File: src/rtl/shift_seq_ctrl_pkg.sv
// Shared constants, state encoding and job context for the iterative shift sequencer.
package shift_seq_ctrl_pkg;

  localparam int unsigned DATA_W = 32;
  localparam int unsigned CNT_W  = 5;
  localparam int unsigned OP_W   = 2;

  localparam logic [OP_W-1:0] SHOP_SLL = 2'b00;
  localparam logic [OP_W-1:0] SHOP_SRL = 2'b01;
  localparam logic [OP_W-1:0] SHOP_SRA = 2'b11;
  localparam logic [OP_W-1:0] SHOP_ILL = 2'b10;

  localparam logic AMT_RS    = 1'b0;
  localparam logic AMT_SHAMT = 1'b1;

  typedef enum logic [1:0] {
    S_IDLE  = 2'd0,
    S_SHIFT = 2'd1,
    S_DONE  = 2'd2
  } state_e;

  // Context captured on accept and iterated during SHIFT.
  typedef struct packed {
    logic [OP_W-1:0]   op;
    logic              sign;
    logic [CNT_W-1:0]  cnt;
    logic [DATA_W-1:0] work;
  } job_t;

  // Bits to shift this cycle: never overshoot the remaining count.
  function automatic logic [CNT_W-1:0] step_amt(input logic [CNT_W-1:0] cnt,
                                                input logic [CNT_W-1:0] step);
    return (cnt < step) ? cnt : step;
  endfunction

endpackage

File: src/rtl/shift_seq_ctrl_step.sv
// Combinational single-step shifter: shifts work by k bits with op-dependent fill.
module shift_step
  import shift_seq_ctrl_pkg::*;
(
  input  logic [DATA_W-1:0] work_i,
  input  logic [CNT_W-1:0]  k_i,
  input  logic [OP_W-1:0]   op_i,
  input  logic              sign_i,
  output logic [DATA_W-1:0] work_c_o
);

  always_comb begin
    work_c_o = work_i;
    case (op_i)
      SHOP_SLL: work_c_o = work_i << k_i;
      SHOP_SRL: work_c_o = work_i >> k_i;
      // Arithmetic fill uses the sign captured at accept, not the current MSB.
      SHOP_SRA: work_c_o = sign_i ? ~((~work_i) >> k_i) : (work_i >> k_i);
      default:  work_c_o = work_i;
    endcase
  end

endmodule

File: src/rtl/shift_seq_ctrl.sv
// Multi-cycle shift sequencer: captures an operand/amount on start and shifts STEP bits per cycle.
module shift_seq_ctrl
  import shift_seq_ctrl_pkg::*;
#(
  parameter int unsigned STEP = 1
) (
  input  logic              clk,
  input  logic              rst,
  input  logic              start,
  input  logic [OP_W-1:0]   shift_op,
  input  logic              amt_sel,
  input  logic [CNT_W-1:0]  shamt,
  input  logic [DATA_W-1:0] rs_val,
  input  logic [DATA_W-1:0] rt_val,
  input  logic              flush,
  output logic              ready,
  output logic              done,
  output logic [DATA_W-1:0] result,
  output logic              err
);

  localparam logic [CNT_W-1:0] STEP_C = CNT_W'(STEP);

  state_e            state_q, state_d;
  job_t              job_q, job_d;
  logic [DATA_W-1:0] result_q, result_d;
  logic              err_q, err_d;
  logic              ready_q, done_q;
  logic              accept;
  logic [CNT_W-1:0]  amt_c;
  logic [CNT_W-1:0]  k_c;
  logic [DATA_W-1:0] step_work_c;
  logic              unused_rs_hi;

  // Variable shifts honour only the low five bits of rs.
  assign amt_c        = (amt_sel == AMT_SHAMT) ? shamt : rs_val[CNT_W-1:0];
  assign unused_rs_hi = ^rs_val[DATA_W-1:CNT_W];
  assign k_c          = step_amt(job_q.cnt, STEP_C);

  shift_step u_step (
    .work_i   (job_q.work),
    .k_i      (k_c),
    .op_i     (job_q.op),
    .sign_i   (job_q.sign),
    .work_c_o (step_work_c)
  );

  always_ff @(posedge clk) begin
    if (rst) begin
      state_q  <= S_IDLE;
      job_q    <= '0;
      result_q <= '0;
      err_q    <= 1'b0;
      ready_q  <= 1'b1;
      done_q   <= 1'b0;
    end else begin
      state_q  <= state_d;
      job_q    <= job_d;
      result_q <= result_d;
      err_q    <= err_d;
      ready_q  <= (state_d != S_SHIFT);
      done_q   <= (state_d == S_DONE);
    end
  end

  // Next-state, capture and step logic; flush outranks start.
  always_comb begin
    state_d  = state_q;
    job_d    = job_q;
    result_d = result_q;
    err_d    = err_q;
    accept   = start && !flush && (state_q != S_SHIFT);

    case (state_q)
      S_IDLE, S_DONE: begin
        state_d = S_IDLE;
        if (accept) begin
          job_d.work = rt_val;
          job_d.cnt  = amt_c;
          job_d.op   = shift_op;
          job_d.sign = rt_val[DATA_W-1];
          if (shift_op == SHOP_ILL) begin
            state_d  = S_DONE;
            result_d = rt_val;
            err_d    = 1'b1;
          end else if (amt_c == '0) begin
            state_d  = S_DONE;
            result_d = rt_val;
            err_d    = 1'b0;
          end else begin
            state_d = S_SHIFT;
          end
        end
      end
      S_SHIFT: begin
        if (flush) begin
          state_d = S_IDLE;
        end else begin
          job_d.work = step_work_c;
          job_d.cnt  = job_q.cnt - k_c;
          if (job_q.cnt == k_c) begin
            state_d  = S_DONE;
            result_d = step_work_c;
            err_d    = 1'b0;
          end
        end
      end
      default: state_d = S_IDLE;
    endcase
  end

  assign ready  = ready_q;
  assign done   = done_q;
  assign result = result_q;
  assign err    = err_q;

endmodule
File: config.mk
export PLATFORM = sky130hd
export DESIGN_NAME = shift_seq_ctrl
export DESIGN_NICKNAME = d
export VERILOG_FILES = /design/src/rtl/shift_seq_ctrl_pkg.sv /design/src/rtl/shift_seq_ctrl_step.sv /design/src/rtl/shift_seq_ctrl.sv
export SDC_FILE = /design/constraint.sdc
export NUM_CORES = 1
export LEC_CHECK = 0
export CAP_MARGIN = 20
export CORE_MARGIN = 1.5
export CORE_UTILIZATION = 58
export DETAILED_ROUTE_END_ITERATION = 16
export DONT_BUFFER_PORTS = 1
export PLACE_DENSITY = 0.73
export SLEW_MARGIN = 30
export SYNTH_ARGS = -nofsm -noshare
export SYNTH_HDL_FRONTEND = slang
export SYNTH_SLANG_ARGS = --single-unit
File: constraint.sdc
create_clock -name clk -period 2.05 [get_ports clk]
set_input_delay 0.41 -clock clk [delete_from_list [all_inputs] [get_ports clk]]
set_output_delay 0.41 -clock clk [all_outputs]
set_load 0.005 [all_outputs]
== Yosys cells after proc, flatten, opt, wreduce, memory -nomap -nowiden ==
Cells that the tools add are included.

* Memory bits (read-only): 0
* Memories kept: 0
* Logic and storage cells: 65
* Memory bits (writable): 0
* Register bits: 77
* Output and inout port bits: 35
* Input bits: 76
* Bits in latches: 0

* Shift operators: 3
* $lt $le $gt $ge: 1
* Equal/unequal tests: 13
* Multiplexer cells: 25
* Multipliers: 0
* Divide/modulo/power cells: 0
* Reduce and logical (&&, ||, !) cells: 11
* $add $sub $neg: 1
* Bitwise operators: 2

{| class="wikitable"
|+ Operator list
! cell !! number
|-
| $mux W32 || 6
|-
| $pmux W32 S3 || 1
|-
| $mux W37 || 2
|-
| $pmux W37 S2 || 1
|-
| $not A32 Y32 || 2
|-
| $pmux W32 S2 || 1
|-
| $shr A32 B5 Y32 || 2
|-
| $shl A32 B5 Y32 || 1
|-
| $mux W2 || 5
|-
| $mux W5 || 2
|-
| $eq A2 B2 Y1 const B || 4
|-
| $ne A2 B2 Y1 const B || 3
|-
| $eq A5 B5 Y1 || 1
|-
| $logic_not A5 Y1 || 1
|-
| $lt A5 B1 Y1 const B || 1
|-
| $mux W1 || 5
|-
| $reduce_and A5 Y1 || 1
|-
| $sub A5 B5 Y5 || 1
|-
| $eq A2 B1 Y1 const B || 2
|-
| $logic_not A2 Y1 || 2
|-
| $ne A2 B1 Y1 const B || 2
|-
| $pmux W2 S2 || 1
|-
| $ne A3 B3 Y1 const B || 1
|-
| $reduce_and A3 Y1 || 1
|-
| 6 further kinds || 7
|}

== Depth between registers and ports, before layout ==
Gate-level depths: netlist of run 1.

* Word-level depth: 9
* Mapped depth: 9
* Mapped depth without buffers: 8

== Cells and area by module ==
From an unflattened synthesis of run 1, not the netlist that was laid out.

* Cell total of the unflattened synthesis: 1,107
* Area, all modules: 8,722.1 sq um

{| class="wikitable"
|+ Modules (own cells, without submodules)
! module !! sequential area each (sq um) !! area each (sq um) !! cells an instance !! instances
|-
| shift_step || 0.0 || 5,099.9 || 732 || 1
|-
| shift_seq_ctrl || 1,541.5 || 3,622.2 || 375 || 1
|}

== Least setup slack after synthesis of run 1 ==
Ideal clock, no wire load.

* Path kind: input-to-reg
* Start: input rs_val[1]
* End: register result_q[11] (netlist: result[11])
* Path buffers: 3
* Cell stages on the path: 8
* Slack: 106 ps
* Arrival: 1,800 ps
* Required time: 1,906 ps
* Setup time: 144 ps
* Path through: or4_1 > nor3_1 > o31a_1 > buf_6 > or2_4 > buf_6 > buf_12 > a311oi_2

* Word-level cells in the longest chain between the ends: 4

{| class="wikitable"
|+ Ends and longest elaborated chain
! what !! RTL line !! RTL
|-
| start, declared || shift_seq_ctrl.sv:13 || <nowiki>input logic [DATA_W-1:0] rs_val,</nowiki>
|-
| $mux W5 || shift_seq_ctrl.sv:36 || <nowiki>assign amt_c = (amt_sel == AMT_SHAMT) ? shamt : rs_val[CNT_W-1:0];</nowiki>
|-
| $logic_not A5 Y1 || shift_seq_ctrl.sv:86 || <nowiki>end else if (amt_c == '0) begin</nowiki>
|-
| $ne A3 B3 Y1 (no source line) || n/a ||
|-
| $reduce_and A5 Y1 (no source line) || n/a ||
|-
| end signal, assigned || shift_seq_ctrl.sv:59 || <nowiki>result_q <= result_d;</nowiki>
|-
| end, declared || shift_seq_ctrl.sv:26 || <nowiki>logic [DATA_W-1:0] result_q, result_d;</nowiki>
|}

No other way between the ends.
A chain may end at the register's enable or synchronous reset.

== Final worst setup path of run 1 ==
* Start: register job_q[34] (netlist bit)
* End: register result_q[13] (netlist: result[13])

* Word-level cells in the longest chain between the ends: 9
* Elaborated cells on any way between the ends: 14
* Those cells by class: order compare: 1; eq/ne: 2; shift: 3; mux: 6; bitwise: 1; reduce/logical: 1

{| class="wikitable"
|+ Ends and longest elaborated chain
! what !! RTL line !! RTL
|-
| start, declared || shift_seq_ctrl.sv:25 || <nowiki>job_t job_q, job_d;</nowiki>
|-
| start signal, assigned || shift_seq_ctrl.sv:58 || <nowiki>job_q <= job_d;</nowiki>
|-
| $lt A5 B1 Y1 || shift_seq_ctrl_pkg.sv:33 || <nowiki>return (cnt < step) ? cnt : step;</nowiki>
|-
| $mux W5 || shift_seq_ctrl_pkg.sv:33 ||
|-
| $shr A32 B5 Y32 || shift_seq_ctrl_step.sv:18 || <nowiki>SHOP_SRA: work_c_o = sign_i ? ~((~work_i) >> k_i) : (work_i >> k_i);</nowiki>
|-
| $not A32 Y32 || shift_seq_ctrl_step.sv:18 ||
|-
| $mux W32 || shift_seq_ctrl_step.sv:18 ||
|-
| $pmux W32 S3 || shift_seq_ctrl_step.sv:14 || <nowiki>case (op_i)</nowiki>
|-
| $mux W32 || shift_seq_ctrl.sv:101 || <nowiki>if (job_q.cnt == k_c) begin</nowiki>
|-
| $mux W32 || shift_seq_ctrl.sv:96 || <nowiki>if (flush) begin</nowiki>
|-
| $pmux W32 S2 || shift_seq_ctrl.sv:74 || <nowiki>case (state_q)</nowiki>
|}

Several ways; a longest one is shown, not always the timed one. The select of a mux whose other input is x is not followed.

==> key figures, run 1 <==
Status
  • Status: complete, no violations

Clock tree
  • Maximum root-to-sink buffer count: 2
  • CTS tree: yes
  • Root buffer cell: sky130_fd_sc_hd__clkbuf_8
  • CTS hold repair buffers: 0
  • Number of levels in the clock H-tree: 3
  • Num CTS Buffers: 9
  • Clock transition time at the flip-flop clock pins of the worst setup and hold paths: approximately 0.08 ns
  • Clock latency of the later-clocked register in the worst-skew pair: between 0.3 and 0.4 ns
  • CTS sink cnt: 77

Cells and area
  • Proportion of layout cells with a drive suffix above 1: 0.2271
  • Final cell area excluding filler cells: 4717 um2
  • P&R area growth vs syn: 8.583%
  • Commonest cells after routing, fill and taps aside: sky130_fd_sc_hd__dfxtp_1, sky130_fd_sc_hd__a21oi_1, sky130_fd_sc_hd__nor3_1, sky130_fd_sc_hd__nor2_1, sky130_fd_sc_hd__a211oi_1
  • Antenna cell count: 0
  • Leading cell type in the layout, fill and taps excluded: sky130_fd_sc_hd__dfxtp_1
  • Number of nets in the finished design: roughly 570

Floorplanning
  • Total core area: roughly 7300 um2
  • Die Span Y: ~90 um
  • Effective utilization at floorplan: 0.5989
  • Number of placed I/O pins: 111
  • Die width: 89.55 um
  • Std-Cell Rows: 31
  • Overall die area: ~8000 um2

Critical path
  • Setup slack on the worst flop-to-flop path: 0.05 ns
  • Largest delay contributor family on the critical path: simple AND/OR/NAND/NOR gates
  • Depth of the worst register-to-register path: 9
  • Critical Path RT: 2.32 ns
  • Endpoint kind of the worst setup timing path: flop
  • Crit path DAT: around 2.3 ns
  • Source of the worst register-to-register timing path: job_q[34]$_SDFFE_PP0P_
  • Largest stage delay on the critical path: around 0.39 ns
  • Cell with the biggest individual delay on the critical path: sky130_fd_sc_hd__dfxtp_1
  • R2r endpoint: result[13]$_SDFFE_PP0P_
  • Critical path peak fanout: 12
  • CP Class: flop to flop
  • Startpoint kind of the worst setup timing path: flop
  • Number of buffer and inverter instances along the worst setup path: 2
  • Cells traversed along the worst timing path: nor2_1, a21o_1, ha_1, nand3b_1, nor3_4, buf_12, or2_4, clkbuf_16, a211oi_2

STA
  • Max frequency: 500.4 MHz
  • Worst Tran Pin Value: 0.5582 ns
  • Final max-slew violation count: 0
  • Portion of the clock cycle consumed by the worst path in the final layout: 0.9748
  • Final count of negative-setup-slack endpoints: 0
  • Setup TNS after final layout: 0 ns
  • Min Clock Period, post-route: around 2.0 ns
  • Count of final hold-check violations: 0
  • Clk_skew: around 0.0090 ns
  • Worst relative slew slack: 0.6265

Placement
  • Placed wire-length estimate after detailed placement: around 7.1 mm
  • IO Port Bufs: 0
  • Post-Place Cell Area: between 4000 and 5000 um2
  • Weighted congestion reported at the end of routability-driven placement: between 0.8 and 0.9

Power
  • Total net switching power: roughly 1.1 mW
  • Maximum resistive drop on vdd: about 0.35 mV
  • Sequential share of power: 0.481
  • Sw Share: 0.3208
  • Pwr Density: approximately 740 nW/um2
  • Leakage power figure: between 1.5 and 2 nW
  • Int Pwr: around 2.4 mW
  • Clock share of power: 0.296
  • Share of total power in combinational logic: 0.224
  • Overall Power: ~3.5 mW

Global routing
  • Remaining Overflow, GRT: 0
  • Wire length of the first global-routing pass: around 17 mm
  • GRT Total Usage: 0.2711
  • Vias in the first global route: 3430
  • Pin count of the biggest net entering global routing: between 70 and 80
  • Initial antenna violation count: 0

Synthesis
  • Count of flip-flops with a built-in enable after synthesis: 0
  • Ys Warns: 0
  • Main synth FF type: sky130_fd_sc_hd__dfxtp_1
  • Synth cell types: 52
  • Post-synthesis sequential area ratio: 0.3548
  • Cells after Synth: 509
  • Post-synth net total: 586
  • Share of async-settable or async-resettable flops after synthesis: 0
  • Syn Std Cell Area: 4344 um2
  • Mapped Avg Cell Area: ~8.5 um2
  • Count of state elements after synthesis: between 70 and 80

Detailed routing
  • DRC violations left: 0
  • Total number of vias: approximately 4k
  • Number of detailed-route iterations in the first pass: 4
  • Detail Route Antenna Nets: 0
  • Routed WL per cell: 18.55 um
  • Avg Vias per Cell: between 6 and 7
  • Routed WL: ~11 mm
  • Initial DRC count: about 280

Worst hold path
  • Number of stages on the worst hold path: 1
  • Worst min path class: primary input to flop
  • End point of the most critical hold path: result[11]$_SDFFE_PP0P_
  • Startpoint of the most critical hold path: rst

Run
  • Max_cap viols: 0
## state kept, by name, summed over array words and instances (netlist names)
register / flops
ready: 1
state_q: 2
err: 1
result: 32
done: 1
job_q: 40
## timing repair
item / CTS / global route
setup buffers: 0 / 2
setup endpoints to repair: 0 / 18
gates resized for setup: 0 / 5
## power groups by stage
| stage | logic (mW) | clock network, mW | registers (mW) |
|---|---|---|---|
| 3_3_place_gp | 0.732 | 0 | 1.71 |
| 4_1_cts | 0.754 | 1.04 | 1.68 |
| 3_5_place_dp | 0.749 | 0 | 1.71 |
| 2_1_floorplan | 0.611 | 0 | 1.69 |
| 5_1_grt | 0.853 | 1.10 | 1.69 |
| 6_report | 0.781 | 1.03 | 1.68 |
## synthesized netlist by cell type, drive strengths merged, types with 16 or more instances
master  instances  area share
a21oi          59       0.068
nor2b          18       0.026
o21ai          19       0.023
nand2          24       0.021
nor3           50       0.060
clkbuf         30       0.026
dfxtp          77        0.35
a211oi         50        0.11
nor2           47       0.041
inv            16       0.014
buf            22       0.041
o221a          24       0.062
## layout make-up
| type | count | area [um2] |
|---|---|---|
| multi-input combinational | 364 | 2466 |
| sequential | 77 | 1543 |
| clock buffer | 11 | 131.4 |
| timing repair buffer | 29 | 356.6 |
| inverter | 16 | 60.06 |
| clock inverter | 5 | 36.28 |
| fill | 639 | 2536 |
| tap | 99 | 123.9 |
## logic make-up (layout without fill, tap and decap cells)
group	Yosys count	in the layout	share of synthesized area
flops	77	77	0.3548
buf+inv	68	61	0.08122
simple gates	161	161	0.1869
compound gates	195	195	0.3580
mux	7	7	0.01613
fa+ha+maj	1	1	0.002880
## through the flow
| step | setup slack (ns) | utilization | cells | hold WS, ns |
|---|---|---|---|---|
| finish | 0.05171 | 0.6503 | 601 | 0.1158 |
| global route | -0.04208 | 0.6503 | 601 | 0.09928 |
| CTS | 0.07090 | 0.6372 | 597 | 0.1019 |
| detailed placement | -0.09083 | 0.6141 | 581 | 0.4723 |
| global placement | -0.04515 | 0.6141 | 581 | 0.4658 |
| floorplan | 0.1060 | - | 509 | 0.4586 |
## routing by layer
metal  vias up  share of wire  global-route usage
met3        16          0.064             0.06741
met4         0          0.017             0.09650
met2       123           0.46              0.4084
met5         -              0                   0
met1      1876           0.45              0.3756
li1       1877              -                   -
## how the worst max path moves through the flow
stage	startpoint	to	slack (ns)	depth (start not counted)
after global routing	job_q[34]$_SDFFE_PP0P_	result[13]$_SDFFE_PP0P_	-0.04	9
final	job_q[34]$_SDFFE_PP0P_	result[13]$_SDFFE_PP0P_	0.05	9
after detailed placement	rs_val[1]	state_q[1]$_SDFF_PP0_	-0.09	6
after global placement	rs_val[1]	done$_SDFF_PP0_	-0.05	6
after CTS	job_q[36]$_SDFFE_PP0P_	result[11]$_SDFFE_PP0P_	0.07	8
after floorplan	rs_val[1]	result[11]$_SDFFE_PP0P_	0.11	8
Power figures use the tool's default switching activity.
==> run 2, diff against run 1 <==
ABC_AREA = 1   (was not set)
CORE_UTILIZATION = 60   (was 58)
CTS_BUF_LIST = sky130_fd_sc_hd__clkbuf_8   (was not set)
CTS_CLUSTER_SIZE = 28   (was not set)
PLACE_DENSITY = 0.76   (was 0.73)
==> run 2 against run 1 <==
  * Sequential share of layout area is 0.75 points lower
  * Sequential power hardly changed
  * Clock-buffer cell count is 1 lower
==> key figures, run 2 <==
Placement
  • IO Port Bufs: 0 (unchanged)
  • Placed wire-length estimate after detailed placement: 6.973 mm (-1.9%)
  • Post-Place Cell Area: 4551 um2 (+2.2%)
  • Weighted congestion reported at the end of routability-driven placement: 0.8441 (-2.5%)

Cells and area
  • Leading cell type in the layout, fill and taps excluded: sky130_fd_sc_hd__nand2_1
  • Largest Register: job_q
  • Number of nets in the finished design: 775 (+35%)
  • Commonest cells after routing, fill and taps aside: sky130_fd_sc_hd__nand2_1, sky130_fd_sc_hd__inv_1, sky130_fd_sc_hd__dfxtp_1, sky130_fd_sc_hd__nor2_1, sky130_fd_sc_hd__nand3_1
  • P&R area growth vs syn: 6.140%
  • Antenna cell count: 0 (unchanged)
  • Flip-flop count of the largest register, all copies and words added: 40 (unchanged)
  • Final cell area excluding filler cells: 4823 um2 (+2.3%)
  • Final design utilization: 0.6615 (+0.01113)
  • Proportion of layout cells with a drive suffix above 1: 0.08535 (-0.1417)

Critical path
  • Most frequent cell on the critical path: sky130_fd_sc_hd__nand3_1
  • Critical path peak fanout: 14 (+2)
  • CP Class: flop to flop
  • Critical Path RT: 2.31 ns (about the same)
  • Largest delay contributor family on the critical path: simple AND/OR/NAND/NOR gates
  • Startpoint kind of the worst setup timing path: flop
  • Cells traversed along the worst timing path: nor2_4, a21oi_1, inv_1, ha_1, nand3_1, or2_4, buf_12, nand3_1, nand2_1, nor2_1
  • Endpoint kind of the worst setup timing path: flop
  • Number of buffer and inverter instances along the worst setup path: 2 (unchanged)
  • Largest stage delay on the critical path: 0.44 ns (+0.05 ns)
  • Cell with the biggest individual delay on the critical path: sky130_fd_sc_hd__dfxtp_1
  • Crit path DAT: 2.09 ns (-0.18 ns)

Clock tree
  • Number of levels in the clock H-tree: 3 (unchanged)
  • Clock transition time at the flip-flop clock pins of the worst setup and hold paths: 0.08 ns (about the same)
  • CTS hold repair buffers: 0 (unchanged)
  • Num CTS Buffers: 9 (unchanged)
  • CTS sink cnt: 77 (unchanged)
  • Clock latency of the later-clocked register in the worst-skew pair: 0.36 ns (about the same)
  • Maximum root-to-sink buffer count: 2 (unchanged)
  • CTS tree: yes
  • Root buffer cell: sky130_fd_sc_hd__clkbuf_8

Detailed routing
  • Routed WL: 11.22 mm (+0.62%)
  • Total number of vias: 4375 (+12%)
  • Routed WL per cell: 13.99 um (-25%)
  • DRC violations left: 0 (unchanged)
  • Initial DRC count: 337 (+20%)
  • Detail Route Antenna Nets: 0 (unchanged)
  • Number of detailed-route iterations in the first pass: 5 (+1)
  • Avg Vias per Cell: 5.455 (-16%)

STA
  • Portion of the clock cycle consumed by the worst path in the final layout: 0.8936 (-0.08121)
  • Clk_skew: 0.009835 ns (+0.0008838 ns)
  • Setup TNS after final layout: 0 ns (unchanged)
  • Final max-slew violation count: 0 (unchanged)
  • Count of final hold-check violations: 0 (unchanged)
  • Min Clock Period, post-route: 1.832 ns (-0.1665 ns)
  • Worst relative slew slack: 0.7118 (+0.08525)
  • Worst Tran Pin Value: 0.4320 ns (-0.1262 ns)
  • RSZ-0062 raised after global routing: no
  • Final count of negative-setup-slack endpoints: 0 (unchanged)
  • Max frequency: 545.9 MHz (+9.1%)

Synthesis
  • Main synth FF type: sky130_fd_sc_hd__dfxtp_1
  • Area leader, netlist: sky130_fd_sc_hd__dfxtp_1
  • Post-synthesis sequential area ratio: 0.3392 (-0.01563)
  • Synth cell types: 31 (-40%)
  • Most frequent cells after synthesis: sky130_fd_sc_hd__nand2_1, sky130_fd_sc_hd__inv_1, sky130_fd_sc_hd__dfxtp_1
  • Post-synth net total: 793 (+35%)
  • Share of async-settable or async-resettable flops after synthesis: 0 (unchanged)
  • Syn Std Cell Area: 4544 um2 (+4.6%)
  • Count of flip-flops with a built-in enable after synthesis: 0 (unchanged)
  • Library cell with the highest instance count after synthesis: sky130_fd_sc_hd__nand2_1
  • Mapped Avg Cell Area: 6.347 um2 (-26%)
  • Cells after Synth: 716 (+41%)
  • Count of state elements after synthesis: 77 (unchanged)
  • Ys Warns: 0 (unchanged)
  • Top-area cell type share of the netlist area: 0.3392 (-0.01563)
  • Synth top area cells: sky130_fd_sc_hd__dfxtp_1, sky130_fd_sc_hd__nand2_1, sky130_fd_sc_hd__inv_1

Power
  • Pwr Density: 814.7 nW/um2 (+10%)
  • Leakage power figure: 2.558 nW (+54%)
  • Maximum resistive drop on vdd: 0.4621 mV (+33%)

Run
  • Max_cap viols: 0 (unchanged)

Floorplanning
  • Effective utilization at floorplan: 0.6232 (+0.02427)
  • Std-Cell Rows: 31 (unchanged)
  • Number of placed I/O pins: 111 (unchanged)
  • Die width: 90.03 um (+0.54%)
  • Total core area: 7292 um2 (+0.53%)
  • Die Span Y: 90.03 um (+0.54%)
  • Overall die area: 8105 um2 (+1.1%)

Worst hold path
  • Worst min path class: primary input to flop

Global routing
  • Remaining Overflow, GRT: 0 (unchanged)
  • Pin count of the biggest net entering global routing: 70 (-9.1%)
  • Initial antenna violation count: 0 (unchanged)
  • Vias in the first global route: 4077 (+19%)
  • Wire length of the first global-routing pass: 18.44 mm (+8.6%)
  • GRT Total Usage: 0.2783 (+0.007194)

Status
  • Status: complete, no violations
## run 2: cell type report
class	count	area, um2
clock inverters	6	87.58
fillers	710	2469
inverters	110	412.9
clock buffers	10	137.6
flip-flops and latches	77	1541
multi-input cells	484	2350
repair buffers	16	170.2
well taps	99	123.9
## run 2: through the flow
stage | power, mW | std cells | setup slack [ns] | hold WS, ns
2_1_floorplan | 2.464 | 716 | 0.3570 | 0.4456
3_3_place_gp | 2.592 | 784 | 0.1911 | 0.4508
3_5_place_dp | 2.616 | 784 | 0.1531 | 0.4602
4_1_cts | 3.912 | 800 | 0.1379 | 0.1057
5_1_grt | 4.136 | 802 | 0.06285 | 0.1051
6_report | 3.930 | 802 | 0.2182 | 0.1103
## run 2: final timing paths
| path | from | end | slack, ns | cells past startpoint |
|---|---|---|---|---|
| setup / recovery | job_q[33]$_SDFFE_PP0P_ | result[18]$_SDFFE_PP0P_ | 0.22 | 10 |
| hold / removal | rst | job_q[34]$_SDFFE_PP0P_ | 0.11 | 1 |
| setup reg to reg | job_q[33]$_SDFFE_PP0P_ | result[18]$_SDFFE_PP0P_ | 0.22 | 10 |
| hold reg to reg | job_q[37]$_SDFFE_PP0P_ | job_q[37]$_SDFFE_PP0P_ | 0.47 | 2 |
## run 2: power by group
part,leakage (nW),internal (mW),switching [mW]
registers,0.631,1.61,0.0820
clock network,0.110,0.717,0.598
logic,1.82,0.330,0.596
## run 2: routing by layer
layer | vias to the layer above | track usage | wire length [um]
li1 | 2204 | - | -
met1 | 1989 | 0.3335 | 4802
met2 | 153 | 0.4899 | 5436
met3 | 29 | 0.04399 | 678
met4 | 0 | 0.1204 | 300
met5 | - | 0 | 0
## run 2: logic make-up (layout without fill, tap and decap cells)
group | after synthesis | count (layout) | share of synthesized area
fa+ha+maj | 1 | 1 | 0.002753
compound gates | 115 | 115 | 0.1503
buf+inv | 156 | 142 | 0.1503
xor+xnor | 2 | 2 | 0.003855
simple gates | 365 | 366 | 0.3535
flops | 77 | 77 | 0.3392
## run 2: timing repair
item / in CTS / in global routing
resized for setup: 0 / 4
setup endpoints to repair: 0 / 32
setup buffers: 0 / 1
